--- src/rtl/hazard_pkg.sv ---
// -----------------------------------------------------------------------------
// hazard_pkg
// Shared definitions for the pipeline hazard controller:
//   - forward-select codes driven onto the execute-stage operand muxes
//   - multi-cycle sequencing FSM state type
//   - performance counter width
// -----------------------------------------------------------------------------
package hazard_pkg;

    localparam logic [1:0] FWD_RF  = 2'b00;  // operand from register file
    localparam logic [1:0] FWD_WB  = 2'b01;  // operand from writeback stage
    localparam logic [1:0] FWD_MEM = 2'b10;  // operand from memory stage

    typedef enum logic [1:0] {
        RUN,
        BUSY,
        DONE
    } hz_state_t;

    localparam int unsigned PERF_CNT_W = 32;

endpackage

--- src/rtl/hazard_controller_forward_select.sv ---
// -----------------------------------------------------------------------------
// forward_select
// Priority comparator choosing the forwarding source for one execute operand.
// The memory stage holds the youngest result, so it beats writeback; register
// 0 is hard-wired and never forwarded.
// Ports:
//   rs           source register of the operand in execute
//   rd_m, reg_write_m   memory-stage destination and write enable
//   rd_w, reg_write_w   writeback-stage destination and write enable
//   sel          FWD_MEM / FWD_WB / FWD_RF
// -----------------------------------------------------------------------------
module forward_select
    import hazard_pkg::*;
#(
    parameter int unsigned REG_ADDR_W = 4
) (
    input  logic [REG_ADDR_W-1:0] rs,
    input  logic [REG_ADDR_W-1:0] rd_m,
    input  logic                  reg_write_m,
    input  logic [REG_ADDR_W-1:0] rd_w,
    input  logic                  reg_write_w,
    output logic [1:0]            sel
);

    always_comb begin
        sel = FWD_RF;
        if (reg_write_m && (rd_m != '0) && (rd_m == rs)) begin
            sel = FWD_MEM;
        end else if (reg_write_w && (rd_w != '0) && (rd_w == rs)) begin
            sel = FWD_WB;
        end
    end

endmodule

--- src/rtl/hazard_controller.sv ---
// -----------------------------------------------------------------------------
// hazard_controller
// Hazard and sequencing controller for the 24-bit five-stage pipeline.
//   - operand forwarding selectors for execute (valid only in RUN)
//   - load-use stall, taken-branch flush
//   - multi-cycle execute sequencing: RUN -> BUSY -> DONE -> RUN, holding
//     fetch/decode/execute for MC_LAT-1 cycles while bubbling memory
// Ports:
//   clk, reset (async, active-high)
//   Rs1D/Rs2D, Rs1E/Rs2E, RdE/RdM/RdW, RegWriteM/W, MemToRegE,
//   BranchTakenE, MultiCycleE                         : pipeline status in
//   data1/data2ForwardSelector                         : forwarding selects
//   StallF/D/E, FlushD/E/M, ExecBusy                   : stage controls
//   StallCount, FlushCount                             : perf counters
// Optional feature macro: HAZARD_PERF_CNT_EN enables the saturating perf
// counters; when undefined both counter outputs are tied to zero.
// -----------------------------------------------------------------------------
module hazard_controller
    import hazard_pkg::*;
#(
    parameter int unsigned REG_ADDR_W = 4,
    parameter int unsigned MC_LAT     = 4,
    parameter int unsigned CNT_W      = 4
) (
    input  logic                  clk,
    input  logic                  reset,
    input  logic [REG_ADDR_W-1:0] Rs1D,
    input  logic [REG_ADDR_W-1:0] Rs2D,
    input  logic [REG_ADDR_W-1:0] Rs1E,
    input  logic [REG_ADDR_W-1:0] Rs2E,
    input  logic [REG_ADDR_W-1:0] RdE,
    input  logic [REG_ADDR_W-1:0] RdM,
    input  logic [REG_ADDR_W-1:0] RdW,
    input  logic                  RegWriteM,
    input  logic                  RegWriteW,
    input  logic                  MemToRegE,
    input  logic                  BranchTakenE,
    input  logic                  MultiCycleE,
    output logic [1:0]            data1ForwardSelector,
    output logic [1:0]            data2ForwardSelector,
    output logic                  StallF,
    output logic                  StallD,
    output logic                  StallE,
    output logic                  FlushD,
    output logic                  FlushE,
    output logic                  FlushM,
    output logic                  ExecBusy,
    output logic [PERF_CNT_W-1:0] StallCount,
    output logic [PERF_CNT_W-1:0] FlushCount
);

    hz_state_t        state, state_nxt;
    logic [CNT_W-1:0] cnt, cnt_nxt;

    logic [1:0] sel1_raw, sel2_raw;
    logic       lu;
    logic       mc_ctl;    // multi-cycle op holding the front of the pipe
    logic       pipe_ctl;  // normal load-use / branch handling allowed
    logic       fwd_en;    // forwarding selects are meaningful this cycle
    logic       act;

    forward_select #(.REG_ADDR_W(REG_ADDR_W)) u_fwd1 (
        .rs          (Rs1E),
        .rd_m        (RdM),
        .reg_write_m (RegWriteM),
        .rd_w        (RdW),
        .reg_write_w (RegWriteW),
        .sel         (sel1_raw)
    );

    forward_select #(.REG_ADDR_W(REG_ADDR_W)) u_fwd2 (
        .rs          (Rs2E),
        .rd_m        (RdM),
        .reg_write_m (RegWriteM),
        .rd_w        (RdW),
        .reg_write_w (RegWriteW),
        .sel         (sel2_raw)
    );

    assign lu = MemToRegE && (RdE != '0) && ((RdE == Rs1D) || (RdE == Rs2D));

    always_ff @(posedge clk or posedge reset) begin
        if (reset) begin
            state <= RUN;
            cnt   <= '0;
        end else begin
            state <= state_nxt;
            cnt   <= cnt_nxt;
        end
    end

    always_comb begin
        state_nxt = state;
        cnt_nxt   = cnt;
        mc_ctl    = 1'b0;
        pipe_ctl  = 1'b0;
        fwd_en    = 1'b0;
        case (state)
            RUN: begin
                // Operands are captured in the first cycle of a multi-cycle
                // op, so forwarding stays live here even when one starts.
                fwd_en = 1'b1;
                if (MultiCycleE) begin
                    mc_ctl    = 1'b1;
                    cnt_nxt   = CNT_W'(MC_LAT - 2);
                    state_nxt = (MC_LAT == 2) ? DONE : BUSY;
                end else begin
                    pipe_ctl = 1'b1;
                end
            end
            BUSY: begin
                mc_ctl  = 1'b1;
                cnt_nxt = cnt - CNT_W'(1);
                if (cnt <= CNT_W'(1)) begin
                    state_nxt = DONE;
                end
            end
            DONE: begin
                // The op is still in execute and retires this cycle;
                // MultiCycleE refers to it and must not restart the sequence.
                pipe_ctl  = 1'b1;
                state_nxt = RUN;
            end
            default: begin
                state_nxt = RUN;
            end
        endcase
    end

    // Outputs are held low for the whole time reset is asserted, including
    // the combinational forwarding/hazard paths.
    assign act = ~reset;

    assign StallF   = act & (mc_ctl | (pipe_ctl & ~BranchTakenE & lu));
    assign StallD   = act & (mc_ctl | (pipe_ctl & ~BranchTakenE & lu));
    assign StallE   = act & mc_ctl;
    assign FlushM   = act & mc_ctl;
    assign ExecBusy = act & mc_ctl;
    assign FlushD   = act & pipe_ctl & BranchTakenE;
    assign FlushE   = act & pipe_ctl & (BranchTakenE | lu);

    assign data1ForwardSelector = (act & fwd_en) ? sel1_raw : FWD_RF;
    assign data2ForwardSelector = (act & fwd_en) ? sel2_raw : FWD_RF;

`ifdef HAZARD_PERF_CNT_EN
    logic [PERF_CNT_W-1:0] stall_cnt, flush_cnt;

    always_ff @(posedge clk or posedge reset) begin
        if (reset) begin
            stall_cnt <= '0;
            flush_cnt <= '0;
        end else begin
            if (StallD && (stall_cnt != '1)) begin
                stall_cnt <= stall_cnt + PERF_CNT_W'(1);
            end
            if ((FlushD || FlushE) && (flush_cnt != '1)) begin
                flush_cnt <= flush_cnt + PERF_CNT_W'(1);
            end
        end
    end

    assign StallCount = stall_cnt;
    assign FlushCount = flush_cnt;
`else
    assign StallCount = '0;
    assign FlushCount = '0;
`endif

endmodule

--- config.mk ---
export PLATFORM = sky130hd
export DESIGN_NAME = hazard_controller
export DESIGN_NICKNAME = d
export VERILOG_FILES = /design/src/rtl/hazard_pkg.sv /design/src/rtl/hazard_controller_forward_select.sv /design/src/rtl/hazard_controller.sv
export SDC_FILE = /design/constraint.sdc
export NUM_CORES = 1
export LEC_CHECK = 0
export BUFFER_PORTS_ARGS = -buffer_cell sky130_fd_sc_hd__buf_2
export CAP_MARGIN = 20
export CORE_MARGIN = 3
export CORE_UTILIZATION = 40
export CTS_CLUSTER_SIZE = 12
export DETAILED_ROUTE_END_ITERATION = 16
export GPL_ROUTABILITY_DRIVEN = 1
export PLACE_DENSITY = 0.9
export SYNTH_ARGS = -nofsm -noshare
export SYNTH_HDL_FRONTEND = slang
export SYNTH_SLANG_ARGS = --single-unit
--- constraint.sdc ---
create_clock -name clk -period 2.4 [get_ports clk]
set_input_delay 0.12 -clock clk [delete_from_list [all_inputs] [get_ports clk]]
set_output_delay 0.12 -clock clk [all_outputs]
set_load 0.005 [all_outputs]
== Word-level counts from Yosys, hierarchy flattened ==
Index checks and enable logic that the tools add are counted.
Storage, ports and cells
  bits in registers: 6
  input port bits: 35
  output and inout port bits: 75
  word-level logic and storage cells: 58
Operators by class
  add/sub/neg operators: 1
  magnitude comparators: 1
  equal/unequal tests: 10
  mux-type cells: 16
  bitwise logic cells: 12
  reductions and logical operators: 16
Operators by type and width (count)
  $eq A4 B4 Y1: 6
  $mux W2: 6
  $reduce_bool A4 Y1: 3
  $and A1 B1 Y1: 8
  $logic_and A1 B1 Y1: 8
  $pmux W4 S2: 1
  $mux W1: 5
  $le A4 B1 Y1 const B: 1
  $mux W4: 1
  $ne A2 B2 Y1 const B: 2
  $pmux W1 S2: 2
  $pmux W2 S2: 1
  $reduce_and A2 Y1: 2
  $sub A4 B1 Y4 const B: 1
  $eq A2 B1 Y1 const B: 1
  $eq A2 B2 Y1 const B: 1
  $logic_not A2 Y1: 1
  $not A1 Y1: 2
  $or A1 B1 Y1: 2
  $reduce_bool A2 Y1: 1
  $logic_or A1 B1 Y1: 1

== Logic depth before layout (Yosys ltp) ==
  word-level depth: 6
  mapped depth: 5
  mapped depth without buffers: 5

== By module ==
From an unflattened synthesis, not the netlist that was laid out.
Unflattened totals
  cell total of the unflattened synthesis: 154
  area, all modules: 1239.9 µm²
Modules (own cells, without submodules)
  hazard_controller: times used 1, cells an instance 120, area an instance 984.7 µm², sequential area each 150.1 µm²
  forward_select: times used 2, cells an instance 17, area an instance 127.6 µm², sequential area each 0.0 µm²

== Worst setup path before layout ==
No wires, ideal clock.
  path kind: register to output
  start point: register state[1]
  end point: output StallF
  arrival: 1.155 ns
  data required time: 2.280 ns
  setup slack: 1.125 ns
  stages on the path, launching flop included: 6
  buffers on the path: 1
  cells stage by stage: dfrtp_1 inv_1 a211oi_4 o2111ai_2 o22ai_2 buf_4
Between the ends
  word-level cells in the longest chain between the ends: 6
  elaborated cells between the ends (all ways): 9
  those cells by class: 2 x eq/ne; 2 x mux; 4 x bitwise; 1 x reduce/logical
RTL lines
  start, declared: line hazard_controller.sv:52  | hz_state_t state, state_nxt;
  start signal, assigned: line hazard_controller.sv:87  | state <= state_nxt;
  $eq A2 B2 Y1 or $logic_not A2 Y1 (tied branches): line hazard_controller.sv:98  | case (state)
  $pmux W1 S2: line hazard_controller.sv:98
  $and A1 B1 Y1 (2 in a row)
  $or A1 B1 Y1 *
  $and A1 B1 Y1 *
  end, declared: line hazard_controller.sv:41  | output logic StallF,
Every way passes the cells marked *; elsewhere a longest branch is shown, timed or not.

== Final worst setup path ==
  start point: register state[0]
  end point: output StallD
Between the ends
  word-level cells in the longest chain between the ends: 6
  elaborated cells between the ends (all ways): 9
  those cells by class: 2 x eq/ne; 2 x mux; 4 x bitwise; 1 x reduce/logical
RTL lines
  $eq A2 B2 Y1 or $logic_not A2 Y1 (tied branches): line hazard_controller.sv:98
  $pmux W1 S2: line hazard_controller.sv:98
  $and A1 B1 Y1 (2 in a row): line hazard_controller.sv:135  | assign StallD = act & (mc_ctl | (pipe_ctl & ~BranchTakenE & lu));
  $or A1 B1 Y1 *: line hazard_controller.sv:135
  $and A1 B1 Y1 *: line hazard_controller.sv:135
  end, declared: line hazard_controller.sv:42  | output logic StallD,
Marks and branches as above.

==> run_results.csv <==
group,metric,value,unit
placed_design,detailed_placer_s_ending_hpwl,2020,um
die,start_util,42.6,%
worst_setup_path,startpoint_type,"flip-flop",
worst_setup_path,crit_end,"StallD",
worst_setup_path,path_max_fanout,10,
cells_and_area,syn_to_final_growth,2.09,%
worst_setup_path,worst-endpoint-required,2.28,ns
worst_setup_path,rrSetupSlack,1.08,ns
die,coreArea,2810,um^2
timing,timing_worst_slew_pin_value,0.559,ns
drt,drt.antenna.violating_nets,0,
worst_setup_path,slowest_stage,"sky130_fd_sc_hd__o21ai_1",
global_routing,wire_length_of_the_first_global_routing_pass,3150,um
power_and_ir_drop,vdd.ir_drop.worst,0.371,mV
clock_tree,cts-htree-levels,1,
worst_setup_path,r2r_cells,2,
global_routing,initial_antenna_violation_count,0,
timing,finalCriticalPeriod,1.68,ns
worst_setup_path,regToRegStartpoint,"state[0]$_DFFE_PP0P_",
timing,setup_total_negative_slack,0,ns
die,row_count,19,
synthesis,netlist_instances,145,
clock_tree,clock_latency_on_the_worst_skew_pair,0.24,ns
worst_setup_path,critical_path.startpoint,"state[0]$_DFFE_PP0P_",
global_routing,global_route.overflow_total,0,
synthesis,synth.lib_cells_used.distinct,29,
placed_design,place.gp.congestion,0.793,
flow_run,max_cap_violations,0,
drt,vias_per_cell,4.09,
timing,fin_skew,0.00231,ns
worst_setup_path,worst_path_largest_cell_delay,0.52,ns
global_routing,use_met1,12.5,%
drt,wirelength,2280,um
cells_and_area,antennaDiodeCount,0,
status,status,"completed",
drt,drt_first_pass_iters,4,
drt,dr_total_vias,899,
global_routing,grt.busiest_layer,"met2",
global_routing,grt_util_all_layers,11.1,%
worst_setup_path,timing_worst_setup_path_type,"flip-flop to primary output",
placed_design,buffer_ports.inserted,45,
clock_tree,clock_sink_count,6,
power_and_ir_drop,power.density_cell_area,560,nW/um^2
clock_tree,clockRootBuffer,"sky130_fd_sc_hd__clkbuf_4",
drt,drc,0,
die,area_enclosed_by_the_die_boundary,3680,um^2
worst_setup_path,rr_endpoint,"cnt[2]$_DFFE_PP0P_",
timing,maxSlewHeadroom,62.5,%
clock_tree,postCtsSetupRepairBufs,0,
die,die_h,60.7,um
timing,rsz0062_at_grt,"false",
synthesis,synth.ff_latch_count,6,
min_path,hold_path.class,"primary input to flip-flop",
drt,detail_route.wl_per_cell,10.4,um
synthesis,synth.avg_cell_area,8.25,um^2
global_routing,grtUsageMet2,21.1,%
min_path,hold_path_start,"MultiCycleE",
timing,setup_violating_endpoint_count_in_the_final_report,0,
clock_tree,cts_tree,"built",
timing,max_clock_freq,595,MHz
die,floorplan.die.width,60.7,um
power_and_ir_drop,p_leak,0.675,nW
synthesis,synthesis.area,1200,um^2
drt,first_iter_violations,16,
global_routing,maximum_number_of_pins_on_one_net_before_global_route_repair,11,
cells_and_area,layout-drive-gt1-share,28.6,%
synthesis,yosysWarningCount,0,
clock_tree,clkSlewWorstSetupHoldPaths,0.05,ns
cells_and_area,finalCoreUtilization,43.5,%
clock_tree,cts_max_path_buffers,2,
synthesis,ys_seq_area_share,12.6,%
cells_and_area,finish.net_count,228,
timing,final_hold_viol_count,0,
worst_setup_path,worstPathCellList,"o21ai_1 > o22ai_2 > buf_2",
timing,finalCritPeriodShare,70.0,%
timing,slew_viol_final,0,
global_routing,gr-usage-met3,0,%
global_routing,grt_pass1_vias,770,
worst_setup_path,end_kind,"primary output",
clock_tree,numCtsBuffers,3,
die,i_o_pin_count,110,
worst_setup_path,critical_path_arrival,1.56,ns
cells_and_area,layout.filler_cells,307,
per-layer routing:
metal / vias to the layer above / share of wire (%) / wire, um
met4: 0 / 0 / 0
met5: - / 0 / 0
met2: 63 / 53 / 1200
li1: 436 / - / -
met1: 400 / 37 / 836
met3: 0 / 11 / 242
cell usage in the layout, fill, tap and decap left out, types with 2 or more instances in the layout:
| master | count |
|---|---|
| sky130_fd_sc_hd__conb_1 | 64 |
| sky130_fd_sc_hd__buf_2 | 45 |
| sky130_fd_sc_hd__xnor2_1 | 16 |
| sky130_fd_sc_hd__xor2_1 | 8 |
| sky130_fd_sc_hd__nand2_1 | 6 |
| sky130_fd_sc_hd__dfrtp_1 | 6 |
| sky130_fd_sc_hd__inv_1 | 5 |
| sky130_fd_sc_hd__nor3_1 | 4 |
| sky130_fd_sc_hd__nor2_1 | 4 |
| sky130_fd_sc_hd__nand4_1 | 4 |
| sky130_fd_sc_hd__clkbuf_4 | 3 |
| sky130_fd_sc_hd__a22o_1 | 2 |
| sky130_fd_sc_hd__nor4_1 | 2 |
| sky130_fd_sc_hd__nor4_2 | 2 |
| sky130_fd_sc_hd__nor4b_1 | 2 |
| sky130_fd_sc_hd__ha_1 | 2 |
worst min path at each step:
| stage | to | slack (ns) | depth (start not counted) |
|---|---|---|---|
| final | state[0]$_DFFE_PP0P_ | 0.38 | 3 |
| after global routing | state[0]$_DFFE_PP0P_ | 0.42 | 3 |
| after floorplan | cnt[0]$_DFFE_PP0P_ | -0.09 | 1 |
| after global placement | state[1]$_DFFE_PP0P_ | 0.14 | 2 |
| after detailed placement | state[1]$_DFFE_PP0P_ | 0.15 | 2 |
| after CTS | state[0]$_DFFE_PP0P_ | 0.36 | 3 |
cell type report:
| class | count | area, um^2 | share of cell area (%) |
|---|---|---|---|
| Clock buffer | 3 | 22.5 | 1.84 |
| Inverter | 5 | 18.8 | 1.54 |
| Sequential cell | 6 | 150 | 12.3 |
| Timing Repair Buffer | 46 | 235 | 19.3 |
| Tap cell | 31 | 38.8 | 3.18 |
| Multi-Input combinational cell | 129 | 756 | 61.9 |
logic make-up after synthesis:
family	synth area share [%]
muxes	0.837
DFF	12.6
xor gates and xnor gates	17.6
other	0.314
and+or+nand+nor	13.2
adders and majority gates	2.09
buffers and inverters	44.0
AOI/OAI and AO/OA	9.41
stage by stage:
step                      power, mW  instances  setup WS, ns  hold WS (ns)  cell area (um^2)
after global routing          0.760        220         0.618         0.422              1220
after detailed placement      0.587        216         0.984         0.150              1190
after floorplan               0.562        208          1.13       -0.0890              1430
final                         0.684        220         0.720         0.380              1220
after global placement        0.570        216          1.01         0.136              1190
after CTS                     0.687        220         0.704         0.363              1220
worst max-delay path, delay by kind of cell (launching register included):
kind / cells / cell delay [ns]
buffers and inverters: 1 / 0.15
flip-flops: 1 / 0.50
AO/OA/AOI/OAI: 2 / 0.66
state kept, by name, indices dropped and copies added (netlist names):
signal	cells
state	2
cnt	4
power by group:
group          total [mW]  internal, mW  leakage, nW  switching [mW]
sequential          0.218         0.151       0.0732          0.0671
clock              0.0948        0.0567       0.0138          0.0381
combinational       0.371         0.169        0.588           0.202
cells in the mapped netlist, drive strengths merged:
| cell type | instances | share of area, % |
|---|---|---|
| mux2i | 1 | 0.84 |
| nand4 | 4 | 2.1 |
| o21ai | 2 | 0.84 |
| or4 | 1 | 0.63 |
| xnor2 | 16 | 12 |
| inv | 5 | 1.6 |
| a21o | 1 | 0.63 |
| nor4b | 2 | 1.5 |
| buf | 68 | 42 |
| dfrtp | 6 | 13 |
| a32oi | 1 | 0.73 |
| o22ai | 1 | 1.0 |
| a21oi | 1 | 0.42 |
| o2111ai | 1 | 1.3 |
| nor3 | 4 | 1.7 |
| conb | 1 | 0.31 |
| nand2 | 6 | 1.9 |
| nor4 | 4 | 3.1 |
| o41ai | 1 | 1.4 |
| nor2 | 4 | 1.3 |
| xor2 | 8 | 5.9 |
| ha | 2 | 2.1 |
| nor2b | 1 | 0.52 |
| a22o | 2 | 1.5 |
| or3 | 1 | 0.52 |
| a211oi | 1 | 1.7 |
repair_timing:
action	CTS	global route
endpoints found under the setup margin	0	0
endpoints found under the hold margin	6	0
hold buffers	1	0
gates resized for setup	0	0
(Power assumes the default switching activity.)
